File: src/rtl/seq_pattern_tx_if.sv
// Serial pattern transmitter bus: request, latched parameters
// and the registered serial stream with its status flags.
interface seq_pattern_tx_if #(
  parameter int WIDTH = 4,
  parameter int CNT_W = 4
);
  logic             start;
  logic             abort;
  logic [WIDTH-1:0] pattern;
  logic [CNT_W-1:0] reps;
  logic [CNT_W-1:0] gap;
  logic             x_out;
  logic             sof;
  logic             busy;
  logic             done;

  modport master (
    output start, abort, pattern, reps, gap,
    input  x_out, sof, busy, done
  );

  modport slave (
    input  start, abort, pattern, reps, gap,
    output x_out, sof, busy, done
  );
endinterface

File: src/rtl/seq_pattern_tx.sv
// Serial frame generator: sends a latched pattern MSB first,
// reps+1 times with optional idle-0 gaps between frames.
module seq_pattern_tx #(
  parameter int WIDTH = 4,
  parameter int CNT_W = 4
) (
  input  logic           clk,
  input  logic           rst,
  seq_pattern_tx_if.slave bus
);
  localparam int BW = (WIDTH > 1) ? $clog2(WIDTH) : 1;
  localparam logic [BW-1:0] LAST = BW'(WIDTH - 1);

  typedef enum logic [1:0] {
    IDLE, SEND, GAP, DONE
  } state_t;

  state_t           st_q, st_n;
  logic [WIDTH-1:0] sh_q, sh_n;
  logic [WIDTH-1:0] pat_q, pat_n;
  logic [BW-1:0]    bit_q, bit_n;
  logic [CNT_W-1:0] frm_q, frm_n;
  logic [CNT_W-1:0] gap_q, gap_n;
  logic [CNT_W-1:0] lgap_q, lgap_n;
  logic             x_q, sof_q, busy_q, done_q;
  logic             x_d, sof_d, busy_d, done_d;

  always_comb begin
    st_n   = st_q;
    sh_n   = sh_q;
    pat_n  = pat_q;
    bit_n  = bit_q;
    frm_n  = frm_q;
    gap_n  = gap_q;
    lgap_n = lgap_q;
    unique case (st_q)
      IDLE: begin
        if (bus.start) begin
          st_n   = SEND;
          sh_n   = bus.pattern;
          pat_n  = bus.pattern;
          bit_n  = LAST;
          frm_n  = bus.reps;
          lgap_n = bus.gap;
        end
      end
      SEND: begin
        if (bus.abort) begin
          st_n = IDLE;
        end else if (bit_q != '0) begin
          sh_n  = {sh_q[WIDTH-2:0], 1'b0};
          bit_n = bit_q - BW'(1);
        end else if (frm_q == '0) begin
          st_n = DONE;
        end else begin
          frm_n = frm_q - CNT_W'(1);
          if (lgap_q != '0) begin
            st_n  = GAP;
            gap_n = lgap_q;
          end else begin
            sh_n  = pat_q;
            bit_n = LAST;
          end
        end
      end
      GAP: begin
        if (bus.abort) begin
          st_n = IDLE;
        end else if (gap_q == CNT_W'(1)) begin
          st_n  = SEND;
          sh_n  = pat_q;
          bit_n = LAST;
        end else begin
          gap_n = gap_q - CNT_W'(1);
        end
      end
      DONE: st_n = IDLE;
      default: st_n = IDLE;
    endcase
  end

  // Output flops take the decode of the next state, so they
  // line up with the state they describe.
  always_comb begin
    x_d    = (st_n == SEND) && sh_n[WIDTH-1];
    sof_d  = (st_n == SEND) && (bit_n == LAST);
    busy_d = (st_n == SEND) || (st_n == GAP);
    done_d = (st_n == DONE);
  end

  always_ff @(posedge clk or posedge rst) begin
    if (rst) begin
      st_q   <= IDLE;
      sh_q   <= '0;
      pat_q  <= '0;
      bit_q  <= '0;
      frm_q  <= '0;
      gap_q  <= '0;
      lgap_q <= '0;
      x_q    <= 1'b0;
      sof_q  <= 1'b0;
      busy_q <= 1'b0;
      done_q <= 1'b0;
    end else begin
      st_q   <= st_n;
      sh_q   <= sh_n;
      pat_q  <= pat_n;
      bit_q  <= bit_n;
      frm_q  <= frm_n;
      gap_q  <= gap_n;
      lgap_q <= lgap_n;
      x_q    <= x_d;
      sof_q  <= sof_d;
      busy_q <= busy_d;
      done_q <= done_d;
    end
  end

  assign bus.x_out = x_q;
  assign bus.sof   = sof_q;
  assign bus.busy  = busy_q;
  assign bus.done  = done_q;
endmodule

File: src/flat_wrapper.sv
// flat-port wrapper written by rule: the top's interface ports become plain ports
module seq_pattern_tx_flat 
#(
  parameter int WIDTH = 4,
  parameter int CNT_W = 4
)
  (clk, rst, bus_start, bus_abort, bus_pattern, bus_reps, bus_gap, bus_x_out, bus_sof, bus_busy, bus_done);
  seq_pattern_tx_if #(.WIDTH(WIDTH), .CNT_W(CNT_W)) bus_i ();
  input  logic clk;
  input  logic rst;
  input wire logic [$bits(bus_i.start)-1:0] bus_start;
  input wire logic [$bits(bus_i.abort)-1:0] bus_abort;
  input wire logic [$bits(bus_i.pattern)-1:0] bus_pattern;
  input wire logic [$bits(bus_i.reps)-1:0] bus_reps;
  input wire logic [$bits(bus_i.gap)-1:0] bus_gap;
  output wire logic [$bits(bus_i.x_out)-1:0] bus_x_out;
  output wire logic [$bits(bus_i.sof)-1:0] bus_sof;
  output wire logic [$bits(bus_i.busy)-1:0] bus_busy;
  output wire logic [$bits(bus_i.done)-1:0] bus_done;
  assign bus_i.start = bus_start;
  assign bus_i.abort = bus_abort;
  assign bus_i.pattern = bus_pattern;
  assign bus_i.reps = bus_reps;
  assign bus_i.gap = bus_gap;
  assign bus_x_out = bus_i.x_out;
  assign bus_sof = bus_i.sof;
  assign bus_busy = bus_i.busy;
  assign bus_done = bus_i.done;
  seq_pattern_tx #(.WIDTH(WIDTH), .CNT_W(CNT_W)) u_core (.clk(clk), .rst(rst), .bus(bus_i));
endmodule
File: config.mk
export PLATFORM = sky130hd
export DESIGN_NAME = seq_pattern_tx_flat
export DESIGN_NICKNAME = d
export VERILOG_FILES = /design/src/rtl/seq_pattern_tx_if.sv /design/src/rtl/seq_pattern_tx.sv /design/src/flat_wrapper.sv
export SDC_FILE = /design/constraint.sdc
export NUM_CORES = 1
export LEC_CHECK = 0
export ABC_CLOCK_PERIOD_IN_PS = 3500
export CAP_MARGIN = 20
export CORE_MARGIN = 2
export CORE_UTILIZATION = 45
export CTS_CLUSTER_SIZE = 14
export DETAILED_ROUTE_END_ITERATION = 10
export PLACE_DENSITY_LB_ADDON = 0.12
export SLEW_MARGIN = 40
export SYNTH_ARGS = -nofsm -noshare
export SYNTH_HDL_FRONTEND = slang
export SYNTH_SLANG_ARGS = --single-unit
File: constraint.sdc
create_clock -name clk -period 3.5 [get_ports clk]
set_input_delay 0.35 -clock clk [delete_from_list [all_inputs] [get_ports clk]]
set_output_delay 0.35 -clock clk [all_outputs]
set_load 0.005 [all_outputs]
==> run metrics <==
outcome=completed; setup TNS=0 ps; WHS=373 ps; Min-Delay Path Class=input pin to asynchronous set/reset pin; Critical Path RT=3730 ps; Layout Nets=204; CP Cell Sequence=inv_1 > ha_1 > or3b_1 > a2111o_1 > a211o_1 > ha_1 > and2_1 > a221o_1; Synth async-reset ratio=1.00; gpl congestion=0.840; CP max stage delay=500 ps; Syn Inst Count=166; Final HPWL DP=2470 um; Crit Path Class=flop to flop; CTS tree=built; CTS H-tree depth=1; Period minus WS final=2680 ps; Ys Warns=0; Antenna Violating Nets Remaining=0; Die H=62.9 um; Final Hold Vio Count=0; Num CTS Buffers=3; clock net sink count=28; first-pass GRT wire length=5940 um; crit path DAT=2920 ps; CP max FO=9; first-pass iteration count of the detailed router=4; # Max-Cap Violations=0; GRT Total Usage=0.186; core box area=0.00334 mm^2; Routed wire per std cell=14.9 um; period utilisation layout=0.767; synthesized flop and latch total=28; most common cell after layout, fill and taps aside=dfrtp_1; initial DRC count=43; post-route DRC violation count=0; Buffers on Ports=19; Post-synth EDFFs=0; die footprint=0.00395 mm^2; root buffer cell=clkbuf_4; post-synthesis cell area=0.00156 mm^2; antenna cells=0; critical path's top delay family=compound AO/OA/AOI/OAI gates; Starting Density=0.467; Area Overhead vs Synth=17.1%; vias in the first global route=1287; startpoint type of the worst setup path=flop; Leakage=0.814 nW; Vias/cell=5.79; Bufs and invs on worst path=1; Slowest-stage cell, CP=or3b_1; routed via count=1319; largest net degree at the start of global routing=29; die width=62.9 um; Setup crit end kind=flop; Distinct cells, synth=44; hold_buf cts=0; setup slack, reg-to-reg=820 ps; Clock Skew=8.29 ps; RSZ-0062 raised after global routing=no; VDD IR max=416 uV; DP Area=0.00177 mm^2; FILL cells=326; commonest non-fill, non-tap cells in the layout=dfrtp_1 (28), nand2_1 (26), clkdlybuf4s50_1 (19); Worst-Skew Late Latency=330 ps; P per Cell Area=792 mW/mm^2; Final Max Slew Viols=0; post-CTS setup buffer count=0; worst-margin pin slew=574 ps; layout cells sized above 1=0.0604; Syn Area/Cell=9.39 um^2; initial antenna violation count=0; Final Core Density=0.547; post-cts sizing count=0; cell area after layout=0.00183 mm^2; total global routing overflow=0; Synth Flop Type=dfrtp_1; final setup vio count=0; most frequent CP cell=ha_1; CTS clk-pin slew, worst paths=160 ps; register area share after synthesis=0.449; IO Pins=20; maximum root-to-sink buffer count=2; max_slew headroom=0.617; drt total wl=3410 um; Peak Freq=0.373 GHz; net count after synthesis=187; # rows=21
==> sequential cells by signal, summed over array words and instances (netlist names) <==
register / count
u_core.lgap_q: 4
u_core.bit_q: 2
u_core.bus.done: 1
u_core.sh_q: 4
u_core.st_q: 2
u_core.pat_q: 4
u_core.gap_q: 4
u_core.bus.busy: 1
u_core.bus.x_out: 1
u_core.bus.sof: 1
u_core.frm_q: 4
==> worst reg2reg max path, stage by stage (launching register included) <==
cell,delay (ps)
dfrtp_1,410
inv_1,80
ha_1,190
or3b_1,500
a2111o_1,410
a211o_1,310
ha_1,220
and2_1,170
a221o_1,290
==> per-layer routing <==
layer,routed length [um],global-route usage,up-vias
li1,-,-,638
met1,1550,0.237,648
met2,1680,0.323,29
met3,135,0.0288,4
met4,39,0.0583,0
met5,0,0,-
==> cell families after synthesis <==
family,after synthesis,synth area share
compound gates,45,0.216
fa+ha+maj,5,0.0401
buf+inv,16,0.0457
flops,28,0.449
mux,3,0.0201
simple gates,69,0.229
==> power breakdown <==
group | switching, mW | internal, mW | total (mW)
Clock | 0.0960 | 0.116 | 0.212
Combinational | 0.328 | 0.293 | 0.621
Sequential | 0.142 | 0.471 | 0.613
Total | 0.566 | 0.880 | 1.45
==> worst paths after layout <==
path,end,cells past startpoint,startpoint
max in group asynchronous,u_core.gap_q[2],2,rst
worst max-delay path,u_core.bus.x_out,8,u_core.frm_q[0]
worst min-delay path,u_core.pat_q[0],2,rst
min in group clk,u_core.pat_q[0],1,u_core.pat_q[0]
worst min register to register,u_core.pat_q[0],1,u_core.pat_q[0]
worst max register to register,u_core.bus.x_out,8,u_core.frm_q[0]
==> synthesized netlist by cell type (all sizes together), types with 3 or more instances <==
cell	count	share of area
o21ai	6	0.019
or3b	4	0.022
ha	5	0.040
buf	4	0.017
a221o	5	0.032
nand4	3	0.012
nand2	26	0.063
nor3b	5	0.024
a21oi	10	0.032
clkbuf	4	0.0096
a21o	3	0.015
and2	3	0.012
dfrtp	28	0.45
nor2	10	0.024
nand3	7	0.022
inv	8	0.019
nor2b	3	0.012
==> through the flow <==
step	total power, mW	worst slack [ps]	instances
global placement	1.22	922	224
detailed placement	1.24	848	224
global route	1.57	682	228
CTS	1.46	826	228
finish	1.45	816	228
floorplan	1.06	1010	166
==> cell type report <==
cell class	count	area, um^2	area share
clock buffers	3	22.5	0.0123
clock inverters	1	30.0	0.0164
inverters	8	30.0	0.0164
multi-input cells	122	787	0.431
flip-flops and latches	28	701	0.384
well taps	46	57.6	0.0315
repair buffers	20	198	0.108
No activity file was read; power rests on OpenSTA's default activity.
